[src/rtl/fifo_pkg.sv]
`default_nettype none
// +----------------------------------------------------------------------+
// | Module  : fifo_pkg                                                   |
// | Brief   : Shared defaults and read-mode encodings for fifo_sync      |
// | Rev     : 1.0  initial release                                       |
// +----------------------------------------------------------------------+
package fifo_pkg;

  // Default geometry: 8-bit words, 16-entry storage
  localparam int c_DATASIZE_DEFAULT = 8;
  localparam int c_ADDRSIZE_DEFAULT = 4;

  // Read-mode selection for the FWFT parameter
  localparam int FWFT_OFF = 0;
  localparam int FWFT_ON  = 1;

endpackage : fifo_pkg
`default_nettype wire

[src/rtl/fifomem.sv]
`default_nettype none
// +----------------------------------------------------------------------+
// | Module  : fifomem                                                    |
// | Brief   : Dual-port RAM, synchronous write / asynchronous read       |
// | Rev     : 1.0  initial release                                       |
// +----------------------------------------------------------------------+
module fifomem #(
  parameter int DATASIZE = 8,
  parameter int ADDRSIZE = 4
) (
  input  logic                wclk,
  input  logic                wclken,
  input  logic                wfull,
  input  logic [ADDRSIZE-1:0] waddr,
  input  logic [ADDRSIZE-1:0] raddr,
  input  logic [DATASIZE-1:0] wdata,
  output logic [DATASIZE-1:0] rdata
);

  localparam int c_DEPTH = 2 ** ADDRSIZE;

  logic [DATASIZE-1:0] r_mem [c_DEPTH];

  assign rdata = r_mem[raddr];

  // Store the incoming word unless the FIFO is full
  always_ff @(posedge wclk) begin
    if (wclken && !wfull) begin
      r_mem[waddr] <= wdata;
    end
  end

endmodule : fifomem
`default_nettype wire

[src/rtl/fifo_sync.sv]
`default_nettype none
// +----------------------------------------------------------------------+
// | Module  : fifo_sync                                                  |
// | Brief   : Single-clock FIFO with count, almost flags, sticky errors  |
// |           and selectable registered / first-word-fall-through read   |
// | Rev     : 1.0  initial release                                       |
// +----------------------------------------------------------------------+
module fifo_sync
  import fifo_pkg::*;
#(
  parameter int DATASIZE   = c_DATASIZE_DEFAULT,
  parameter int ADDRSIZE   = c_ADDRSIZE_DEFAULT,
  parameter int AFULL_LVL  = 2 ** ADDRSIZE - 2,
  parameter int AEMPTY_LVL = 2,
  parameter int FWFT       = FWFT_OFF
) (
  input  logic                clk,
  input  logic                rst_n,
  input  logic [DATASIZE-1:0] wdata,
  input  logic                winc,
  input  logic                rinc,
  input  logic                clr_err,
  output logic [DATASIZE-1:0] rdata,
  output logic                wfull,
  output logic                rempty,
  output logic                walmost_full,
  output logic                ralmost_empty,
  output logic [ADDRSIZE:0]   count,
  output logic                overflow,
  output logic                underflow
);

  // Thresholds fit in ADDRSIZE+1 bits because they are bounded by the depth
  localparam logic [ADDRSIZE:0] c_AFULL   = AFULL_LVL[ADDRSIZE:0];
  localparam logic [ADDRSIZE:0] c_AEMPTY  = AEMPTY_LVL[ADDRSIZE:0];
  localparam logic [ADDRSIZE:0] c_PTR_ONE = 1;

  // Thresholds beyond the depth can never be met sensibly
  if (AFULL_LVL > 2 ** ADDRSIZE) begin : g_bad_afull
    $error("fifo_sync: AFULL_LVL exceeds FIFO depth");
  end
  if (AEMPTY_LVL > 2 ** ADDRSIZE) begin : g_bad_aempty
    $error("fifo_sync: AEMPTY_LVL exceeds FIFO depth");
  end

  logic [ADDRSIZE:0]   r_wptr;
  logic [ADDRSIZE:0]   r_rptr;
  logic                r_overflow;
  logic                r_underflow;
  logic [ADDRSIZE:0]   w_count;
  logic                w_full;
  logic                w_empty;
  logic                w_wr_en;
  logic                w_rd_en;
  logic [DATASIZE-1:0] w_mem_rdata;

  // Status is a pure decode of the pointer registers; the extra MSB
  // distinguishes full from empty when the address bits coincide
  assign w_full  = (r_wptr[ADDRSIZE] != r_rptr[ADDRSIZE]) &&
                   (r_wptr[ADDRSIZE-1:0] == r_rptr[ADDRSIZE-1:0]);
  assign w_empty = (r_wptr == r_rptr);
  assign w_count = r_wptr - r_rptr;
  assign w_wr_en = winc && !w_full;
  assign w_rd_en = rinc && !w_empty;

  assign wfull         = w_full;
  assign rempty        = w_empty;
  assign count         = w_count;
  assign walmost_full  = (w_count >= c_AFULL);
  assign ralmost_empty = (w_count <= c_AEMPTY);
  assign overflow      = r_overflow;
  assign underflow     = r_underflow;

  fifomem #(
    .DATASIZE (DATASIZE),
    .ADDRSIZE (ADDRSIZE)
  ) u_mem (
    .wclk   (clk),
    .wclken (winc),
    .wfull  (w_full),
    .waddr  (r_wptr[ADDRSIZE-1:0]),
    .raddr  (r_rptr[ADDRSIZE-1:0]),
    .wdata  (wdata),
    .rdata  (w_mem_rdata)
  );

  // Advance pointers on accepted transfers; reset overrides any request
  always_ff @(posedge clk) begin
    if (!rst_n) begin
      r_wptr <= '0;
      r_rptr <= '0;
    end else begin
      if (w_wr_en) r_wptr <= r_wptr + c_PTR_ONE;
      if (w_rd_en) r_rptr <= r_rptr + c_PTR_ONE;
    end
  end

  // Sticky error flags; a new error wins over a simultaneous clear
  always_ff @(posedge clk) begin
    if (!rst_n) begin
      r_overflow  <= 1'b0;
      r_underflow <= 1'b0;
    end else begin
      if (winc && w_full)       r_overflow  <= 1'b1;
      else if (clr_err)         r_overflow  <= 1'b0;
      if (rinc && w_empty)      r_underflow <= 1'b1;
      else if (clr_err)         r_underflow <= 1'b0;
    end
  end

  if (FWFT == FWFT_OFF) begin : g_rd_registered
    logic [DATASIZE-1:0] r_rdata;

    // Capture the head word on the edge of an accepted read
    always_ff @(posedge clk) begin
      if (!rst_n) begin
        r_rdata <= '0;
      end else if (w_rd_en) begin
        r_rdata <= w_mem_rdata;
      end
    end

    assign rdata = r_rdata;
  end else begin : g_rd_fwft
    assign rdata = w_mem_rdata;
  end

endmodule : fifo_sync
`default_nettype wire
[config.mk]
export PLATFORM = sky130hd
export DESIGN_NAME = fifo_sync
export DESIGN_NICKNAME = d
export VERILOG_FILES = /design/src/rtl/fifo_pkg.sv /design/src/rtl/fifomem.sv /design/src/rtl/fifo_sync.sv
export SDC_FILE = /design/constraint.sdc
export NUM_CORES = 1
export LEC_CHECK = 0
export ABC_AREA = 1
export BUFFER_PORTS_ARGS = -buffer_cell sky130_fd_sc_hd__buf_2
export CAP_MARGIN = 20
export CORE_MARGIN = 5
export CORE_UTILIZATION = 61
export CTS_CLUSTER_DIAMETER = 40
export DETAILED_ROUTE_END_ITERATION = 7
export GPL_TIMING_DRIVEN = 0
export PLACE_DENSITY_LB_ADDON = 0.2
export SLEW_MARGIN = 20
export SYNTH_ARGS = -nofsm -noshare
export SYNTH_HDL_FRONTEND = slang
export SYNTH_SLANG_ARGS = --single-unit
[constraint.sdc]
create_clock -name clk -period 2.7 [get_ports clk]
set_input_delay 0.405 -clock clk [delete_from_list [all_inputs] [get_ports clk]]
set_output_delay 0.405 -clock clk [all_outputs]
set_load 0.1 [all_outputs]
==> flow_summary.json <==
{
  "cts_root_buf": "clkbuf_8",
  "synth-edff-count": 128,
  "n_antenna_cell": 0,
  "drc": 0,
  "antenna_found_initial": 0,
  "ctsHoldBuffers": 0,
  "final_common_cell": "nand2_1",
  "synthArstFlopShare": 0,
  "place_ws_ns": -0.332,
  "numPortBuffers": 31,
  "p_leak_nw": 3.23,
  "cp.required_ns": 2.30,
  "cp-start-kind": "flip-flop",
  "track_usage": 0.249,
  "synth_seq_area_share": 0.652,
  "drive_above_1_share": 0.174,
  "hp-class": "input pin to flip-flop",
  "cts_htree_levels": 4,
  "hold_viol": 0,
  "vias": 4717,
  "die_area_sq_mm": 0.0128,
  "dr.pass1.iters": 6,
  "synth_area_sq_mm": 0.00651,
  "fin_ws_ns": 0.0283,
  "ys_types": 26,
  "setup_violations": 0,
  "post-route-min-period_ns": 2.67,
  "die_h_microns": 113,
  "p_per_area_mw_per_mm2": 847,
  "initial_core_util": 0.628,
  "finalCritPeriodShare": 0.990,
  "max_slew.worst_pin.slew_ns": 0.905,
  "end_kind": "output port",
  "overflow": 0,
  "crit_type": "flip-flop to output port",
  "cts.sink_count": 148,
  "post_drt_wl_per_cell_microns": 18.0,
  "fill_cells": 675,
  "syn_inst": 650,
  "io_pins": 32,
  "syn_avg_cell_area_sq_um": 10.0,
  "placed_area_sq_mm": 0.00690,
  "crit_path_max_fanout": 3,
  "core_area_sq_mm": 0.0104,
  "vias_per_cell": 5.51,
  "tritoncts": "built",
  "design_area_sq_mm": 0.00770,
  "cap_violations": 0,
  "area_delta_synth_final_pct": 18.2,
  "nets": 730,
  "gp_congestion": 0.907,
  "dieWidth_microns": 113,
  "final_cells": 856,
  "clk_pin_slew_ns": 0.06,
  "grt_pass1_vias": 4594,
  "rsz0062_at_grt": "yes",
  "rows": 37,
  "final_core_util": 0.743,
  "final_cell_mix": "nand2_1, edfxtp_1, inv_1, nand3_1, buf_2",
  "vdd_drop_max_mv": 0.698,
  "clockBufferDepth": 2,
  "wl_microns": 15400,
  "grt_max_degree": 18,
  "clk_latency_ns": 0.54,
  "ys.flop_type": "edfxtp_1",
  "grt_pass1_wl_microns": 23700,
  "cp.arrival_ns": 2.27,
  "ys_seq_elements": 148,
  "fmax_ghz": 0.374,
  "place_hpwl_microns": 9920,
  "max_slew_margin": 0.395,
  "outcome": "finished, final reports clean",
  "antenna_left": 0,
  "skew_ns": 0.00916,
  "place_inst": 817,
  "syn_nets": 673,
  "report.final.slew_viol_count": 0,
  "ys_warn_count": 0,
  "drt_iter0_markers": 526,
  "cts_buffers": 17
}
## sequential cells by signal, indices dropped and copies added, names as in the netlist
name and flops:
overflow 1, r_rptr 5, r_wptr 5, rdata 8, u_mem.r_mem 128, underflow 1
## layout make-up
class	instances	area [sq um]	share of cell area
Timing Repair Buffer	40	267	0.0346
Inverter	102	397	0.0515
Tap cell	136	170	0.0221
Multi-Input combinational cell	374	1870	0.242
Clock buffer	20	445	0.0578
Sequential cell	148	4260	0.553
Buffer	24	144	0.0187
Clock inverter	12	155	0.0201
## per-stage QoR
stage / setup TNS (ns) / total power [mW] / hold slack, ns
after detailed placement: -31.05 / 4.05 / 0.460
after CTS: 0 / 6.48 / 0.126
after global placement: -22.66 / 4.01 / 0.448
after global routing: -0.0640 / 6.73 / 0.167
final: 0 / 6.52 / 0.133
after floorplan: -0.199 / 3.72 / 0.457
## report_power, final
group	switching, mW	internal [mW]
Combinational	1.17	0.408
Sequential	0.0328	2.54
Clock	0.913	1.46
Total	2.11	4.41
## Yosys cell counts (2+ instances only)
library cell	n	area, sq um
nand2_1	185	694
edfxtp_1	128	3840
inv_1	96	360
nand3_1	94	470
a21oi_1	28	140
nor2_1	28	105
dfxtp_1	20	400
buf_2	15	75.1
o21ai_0	14	70.1
ha_1	9	113
xor2_1	6	52.6
clkbuf_1	5	18.8
inv_2	4	15.0
buf_6	3	33.8
nand2_2	3	18.8
buf_4	2	15.0
## worst paths after layout
kind              from                end  slack, ns  cells past startpoint
min reg2reg  underflow          underflow       0.47                      2
max reg2reg  r_rptr[3]  u_mem.r_mem[7][5]       0.14                      9
max          r_wptr[0]       walmost_full       0.03                      9
min            clr_err          underflow       0.13                      4
## critical path: stages, from the launching register on
cell	delay (ns)
dfxtp_2	0.33
inv_2	0.08
ha_4	0.14
inv_1	0.05
fa_2	0.39
nand3_2	0.10
nand2_2	0.08
xor2_4	0.20
o21bai_4	0.17
buf_12	0.18
## logic make-up (layout without fill, tap and decap cells)
kind of cell,Yosys count,after routing,share of synthesized area
AND/OR/NAND/NOR,314,314,0.204
AO/OA/AOI/OAI,44,44,0.0348
adder cells (fa/ha/maj),10,10,0.0204
flip-flops,148,148,0.652
buffers and inverters,128,198,0.0816
XOR/XNOR,6,6,0.00807
## layer usage
metal	wire (microns)	up-vias	GRT usage
met1	5720	2196	0.305
li1	-	2235	-
met5	0	-	0
met3	1550	28	0.0572
met2	7790	258	0.422
met4	356	0	0.109
## what timing repair did
item	CTS	global route
resized for setup	28	13
pin swaps	6	5
endpoints found under the setup margin	133	53
gates cloned	0	0
setup buffers	8	1
No activity file was read; power rests on OpenSTA's default activity.
